===== src/rtl/serial_cmp_ge.sv =====
// Digit-serial MSB-first unsigned comparator: reports A >= B and A == B,
// examining one digit per cycle and stopping at the first differing digit.
module serial_cmp_ge #(
    parameter int width = 8,
    parameter int digit = 2,
    parameter int speed = 1
) (
    input  logic             CLK,
    input  logic             RST,
    input  logic             InValid,
    output logic             InReady,
    input  logic [width-1:0] A,
    input  logic [width-1:0] B,
    output logic             OutValid,
    input  logic             OutReady,
    output logic             GE,
    output logic             EQ
);

    localparam int D    = (width + digit - 1) / digit;
    localparam int PW   = D * digit;
    localparam int IW   = (D > 1) ? $clog2(D) : 1;
    localparam int FAST = 1;

    typedef enum logic [1:0] {IDLE, CMP, DONE} state_t;

    state_t           state;
    logic [IW-1:0]    idx;
    logic [PW-1:0]    a_r;
    logic [PW-1:0]    b_r;
    logic [digit-1:0] ad;
    logic [digit-1:0] bd;
    logic             ge_d;
    logic             eq_d;

    function automatic logic [digit-1:0] pick(input logic [PW-1:0] v, input logic [IW-1:0] i);
        return digit'(v >> (int'(i) * digit));
    endfunction

    // The small variant resolves the digit LSB-first as a ripple chain.
    function automatic logic digit_ge(input logic [digit-1:0] x, input logic [digit-1:0] y);
        logic g;
        if (speed == FAST) begin
            g = (x >= y);
        end else begin
            g = 1'b1;
            for (int k = 0; k < digit; k++)
                g = (x[k] & ~y[k]) | (~(x[k] ^ y[k]) & g);
        end
        return g;
    endfunction

    assign ad       = pick(a_r, idx);
    assign bd       = pick(b_r, idx);
    assign ge_d     = digit_ge(ad, bd);
    assign eq_d     = (ad == bd);
    assign InReady  = (state == IDLE);
    assign OutValid = (state == DONE);

    // Operands are data only: captured on accept, never reset.
    always_ff @(posedge CLK) begin
        if (state == IDLE && InValid) begin
            a_r <= PW'(A);
            b_r <= PW'(B);
        end
    end

    always_ff @(posedge CLK) begin
        if (RST) begin
            state <= IDLE;
            idx   <= '0;
            GE    <= 1'b0;
            EQ    <= 1'b0;
        end else begin
            case (state)
                IDLE: begin
                    if (InValid) begin
                        idx   <= IW'(D - 1);
                        state <= CMP;
                    end
                end
                CMP: begin
                    if (!eq_d) begin
                        GE    <= ge_d;
                        EQ    <= 1'b0;
                        state <= DONE;
                    end else if (idx == '0) begin
                        GE    <= 1'b1;
                        EQ    <= 1'b1;
                        state <= DONE;
                    end else begin
                        idx <= idx - 1'b1;
                    end
                end
                DONE: begin
                    if (OutReady)
                        state <= IDLE;
                end
                default: state <= IDLE;
            endcase
        end
    end

endmodule

===== config.mk =====
export PLATFORM = sky130hd
export DESIGN_NAME = serial_cmp_ge
export DESIGN_NICKNAME = d
export VERILOG_FILES = /design/src/rtl/serial_cmp_ge.sv
export SDC_FILE = /design/constraint.sdc
export NUM_CORES = 1
export LEC_CHECK = 0
export ABC_CLOCK_PERIOD_IN_PS = 2040
export BUFFER_PORTS_ARGS = -buffer_cell sky130_fd_sc_hd__buf_2
export CAP_MARGIN = 5
export CORE_MARGIN = 2
export CORE_UTILIZATION = 40
export CTS_CLUSTER_DIAMETER = 100
export DETAILED_ROUTE_END_ITERATION = 6
export PLACE_DENSITY = 0.78
export SYNTH_ARGS = -nofsm -noshare
export SYNTH_HDL_FRONTEND = slang
export SYNTH_SLANG_ARGS = --single-unit
export TNS_END_PERCENT = 1

===== constraint.sdc =====
create_clock -name CLK -period 2.04 [get_ports CLK]
set_clock_uncertainty 0.2 [all_clocks]
set_input_delay 0.306 -clock CLK [delete_from_list [all_inputs] [get_ports CLK]]
set_output_delay 0.306 -clock CLK [all_outputs]
set_load 0.02 [all_outputs]

======== After elaboration in Yosys (flattened, before gate mapping) ========
Index checks and enable logic that the tools add are counted.
storage, ports and cells
  flip-flop bits (word level) ............. 22
  word-level logic and storage cells ...... 38
operators by class
  add/sub/neg operators ................... 1
  order comparisons ....................... 1
  equal/unequal tests ..................... 9
  shift operators ......................... 2
  muxes and demuxes ....................... 12
  reduce and logical (&&, ||, !) cells .... 7
operators by type and width
  kind                                              count
  >> shifter 8 x 3 -> 2 bit                         2
  two-way mux 2 bit                                 7
  != test 2 bit, second input constant              3
  one-hot mux 2 bit (3 select lines)                1
  zero test 2 bit                                   2
  != test 2 x 1 -> 1 bit, second input constant     2
  one-hot mux 2 bit (2 select lines)                1
  AND reduction 4 bit                               1
  two-way mux 1 bit                                 3
  != test 3 bit, second input constant              1
  AND reduction 3 bit                               1
  == test 2 x 1 -> 1 bit, second input constant     1
  == test 2 bit                                     1
  == test 2 bit, second input constant              1
  greater-or-equal comparator 2 bit                 1
  AND reduction 2 bit                               1
  nonzero test 2 bit                                1
  subtractor 2 x 1 -> 2 bit, second input constant  1
  logical AND 1 bit                                 1

======== Longest topological paths before layout ========
  word-level depth ........................ 4
  depth in mapped cells ................... 7
  mapped depth without buffers ............ 6

======== Worst setup path before layout ========
Ideal clock, no wire load.
  kind .................................... reg-to-reg
  from .................................... register idx[0]
  to ...................................... register idx[0]
  library setup time ...................... 0.125 ns
  arrival ................................. 1.710 ns
  required time ........................... 1.715 ns
  path slack .............................. 0.005 ns
  stages on the path, launching flop included .. 7
  path buffers ............................ 1
  cells stage by stage .................... dfxtp_1 buf_6 mux4_2 ha_1 and3b_1 a211oi_1 a211oi_1
between the ends
  word-level cells in the longest chain between the ends .. 4
RTL lines
  item                                                                                        line    source
  from (decl)                                                                                 28      logic [IW-1:0] idx;
  from (signal assigned)                                                                      78      idx <= IW'(D - 1);
  from (signal assigned)                                                                      92      idx <= idx - 1'b1;
  >> shifter 8 x 3 -> 2 bit or subtractor 2 x 1 -> 2 bit (tied branches)                      37, 92
  == test 2 bit or two-way mux 2 bit (tied branches)                                          56, 87
  != test 2 bit (no source line) or two-way mux 2 bit (tied branches)                         n/a
  AND reduction 4 bit (no source line) or one-hot mux 2 bit (2 select lines) (tied branches)  n/a
Parallel ways exist; a longest one is shown, timed or not. The select of a mux whose other input is x is not followed.
A chain may end at the register's enable or synchronous reset.

======== Worst setup path in the final report ========
Same ends and word-level chain as after synthesis.

==> metrics.log <==
[metrics] status: finished, final reports clean
[metrics] total vias in the final route: around 630
[metrics] count of mapped cells out of synthesis: slightly below 60
[metrics] Setup crit start kind: flop
[metrics] minimum clock period: 2.04 ns
[metrics] total number of H-tree levels: 1
[metrics] vertical die dimension: between 50 and 60 µm
[metrics] count of unresolved DRC violations after routing: 0
[metrics] Worst Hold Class: primary input to flop
[metrics] Hold Fails Final Rpt: 0
[metrics] Synth cell types: 18
[metrics] netlist area before placement: between 900 and 1000 µm²
[metrics] path type of the worst setup path: flop to flop
[metrics] post-DP HPWL: around 970 µm
[metrics] pin slew with the least headroom to its limit: 0.263 ns
[metrics] setup repair after global routing missed its margin: true
[metrics] share of the cycle needed by the critical path after routing: 0.998
[metrics] TritonCTS sink count: 22
[metrics] Seq cells post-synth: 22
[metrics] effective utilization at floorplan: 0.418
[metrics] cell taking the most area after synthesis: sky130_fd_sc_hd__edfxtp_1
[metrics] Wirelength per Cell: 13.3 µm
[metrics] via count of the first global-routing pass: roughly 650
[metrics] number of warnings reported in the yosys synthesis log: 0
[metrics] die extent in x: about 52 µm
[metrics] GRT Overall Usage: 0.147
[metrics] Filler Cell Count: 172
[metrics] static leakage: between 0.5 and 0.6 nW
[metrics] Pwr Total: between 1 and 1.5 mW
[metrics] top achievable clock speed: 491 MHz
[metrics] Max Cap Violations: 0
[metrics] peak supply drop: 0.000538 V
[metrics] Seq/Total Area, Yosys: 0.656
[metrics] maximum buffer depth of the clock tree: 2
[metrics] Setup Total Neg Slack: 0 ns
[metrics] global-route wire length before repair: between 2000 and 3000 µm
[metrics] maximum number of pins on one net before global-route repair: 19
[metrics] antenna violations before repair: 0
[metrics] top-area cell type share of the netlist area: 0.525
[metrics] IO Pins: 24
[metrics] Post-Syn Nets: a little over 80
[metrics] number of nets in the layout: 128
[metrics] Inserted Clock Buffers: 3
[metrics] CP Data Arrival Time: between 2 and 2.5 ns
[metrics] overflow left after global routing: 0
[metrics] kind of capture point of the worst setup path: flop
[metrics] Post-Synthesis Mean Instance Area: approximately 16 µm²
[metrics] std cell rows: 17
[metrics] Initial DRC Count: 1
[metrics] most area-consuming cells after synthesis: sky130_fd_sc_hd__edfxtp_1, sky130_fd_sc_hd__dfxtp_1, sky130_fd_sc_hd__mux4_2
[metrics] # port buffers: 23
[metrics] biggest fanout along the worst timing path: 5
[metrics] CP required: just over 2 ns
[metrics] Relative slew margins: 0.824
[metrics] via-per-instance ratio: ~4.8
[metrics] DRT Pass-1 Iters: 3
[metrics] share of cells above drive strength 1: 0.462
[metrics] Core Box Area: 2190 µm²
[metrics] PD cells: 863 nW/µm²
[metrics] area of the die: around 2700 µm²
[metrics] layout overhead on the synthesized area: 48.1%
[metrics] post-detailed-routing wire length: around 1800 µm
[metrics] CTS tree: yes
[metrics] number of antenna diodes: 0
[metrics] Final Slew Violations: 0
[metrics] clk root buf: sky130_fd_sc_hd__clkbuf_4
[metrics] clock slew at the register clock pins of the worst setup and hold paths: 0.12 ns
[metrics] clock latency on the worst-skew pair: 0.30 ns
[metrics] post-route ant nets: 0
[metrics] number of setup violations in the final report: 0
[metrics] Final Wtd Congestion: between 0.8 and 0.9
cells by family after synthesis:
logic type / Yosys count / share of synthesized area
AND/OR/NAND/NOR: 13 / 0.0956
buffers and inverters: 6 / 0.0328
multiplexers: 5 / 0.109
adder cells (fa/ha/maj): 3 / 0.0410
AO/OA/AOI/OAI: 9 / 0.0656
flip-flops: 22 / 0.656
state kept, by name, summed over array words and instances, names as in the netlist:
register / count
EQ: 1
a_r: 8
b_r: 8
GE: 1
idx: 2
state: 2
synth_stat cells (all sizes together):
library cell	n
nor2b	2
buf	1
and3b	1
mux4	4
nor3b	1
nand3b	1
nand2b	2
nor3	3
a22oi	1
ha	3
mux2i	1
a21oi	3
inv	5
nor2	3
dfxtp	6
a211oi	5
edfxtp	16
layout by cell type, fill, tap and decap left out, drive strengths merged:
master / instances
ha: 3
a211oi: 5
nor2: 3
dfxtp: 6
nand3b: 1
mux2i: 1
bufinv: 1
inv: 5
a22oi: 1
nor2b: 2
nor3b: 1
clkbuf: 3
nor3: 3
a21oi: 3
buf: 27
dlygate4sd3: 16
and3b: 1
mux4: 4
edfxtp: 16
nand2b: 2
power breakdown:
group / switching (mW) / internal, mW
clock network: 0.126 / 0.199
logic: 0.129 / 0.158
registers: 0.0294 / 0.529
total: 0.285 / 0.885
area by class of cell:
type	instances	area (µm²)	area share
clock buffer	3	22.5	0.0166
clock inverter	1	30.0	0.0221
multi-input combinational	30	340	0.251
timing repair buffer	43	305	0.225
tap	28	35.0	0.0258
sequential	22	604	0.446
inverter	5	18.8	0.0138
worst paths after layout:
path                                          start             endpoint  slack (ns)  depth (start not counted)
worst max-delay path            idx[0]$_SDFFE_PP0P_  idx[0]$_SDFFE_PP0P_       0.004                          5
worst min-delay path                            RST  idx[0]$_SDFFE_PP0P_        0.04                          2
worst max register to register  idx[0]$_SDFFE_PP0P_  idx[0]$_SDFFE_PP0P_       0.004                          5
worst min register to register      GE$_SDFFE_PP0P_      GE$_SDFFE_PP0P_        0.31                          2
repair_timing:
action,CTS,global route
gates resized for setup,5,7
hold endpoints to repair,16,0
endpoints found under the setup margin,6,4
pin swaps,2,3
hold buffers,16,0
setup buffers,1,0
worst max-delay path: stages (launching register included):
cell and delay [ns]:
sky130_fd_sc_hd__dfxtp_4 0.42, sky130_fd_sc_hd__mux4_2 0.54, sky130_fd_sc_hd__ha_4 0.26, sky130_fd_sc_hd__and3b_2 0.24
sky130_fd_sc_hd__a211oi_2 0.22, sky130_fd_sc_hd__a211oi_2 0.05
layer usage:
metal  part of all wire  track usage  vias up
li1                   -            -      313
met1               0.39        0.162      291
met2               0.53        0.253       22
met3              0.065       0.0718        2
met4             0.0057       0.0351        0
met5                  0            0        -
through the flow:
step | instance area, µm² | worst slack (ns) | utilization | hold WS [ns] | cells
after floorplan | 916 | 0.00457 | - | 0.178 | 58
final | 1360 | 0.00382 | 0.619 | 0.0428 | 132
after global placement | 1080 | -0.130 | 0.492 | 0.282 | 111
after global routing | 1360 | -0.0948 | 0.619 | 0.0458 | 132
after CTS | 1330 | 0.00450 | 0.608 | 0.0298 | 132
after detailed placement | 1080 | -0.169 | 0.492 | 0.284 | 111
Note: power is estimated with default switching activity, not from simulation.
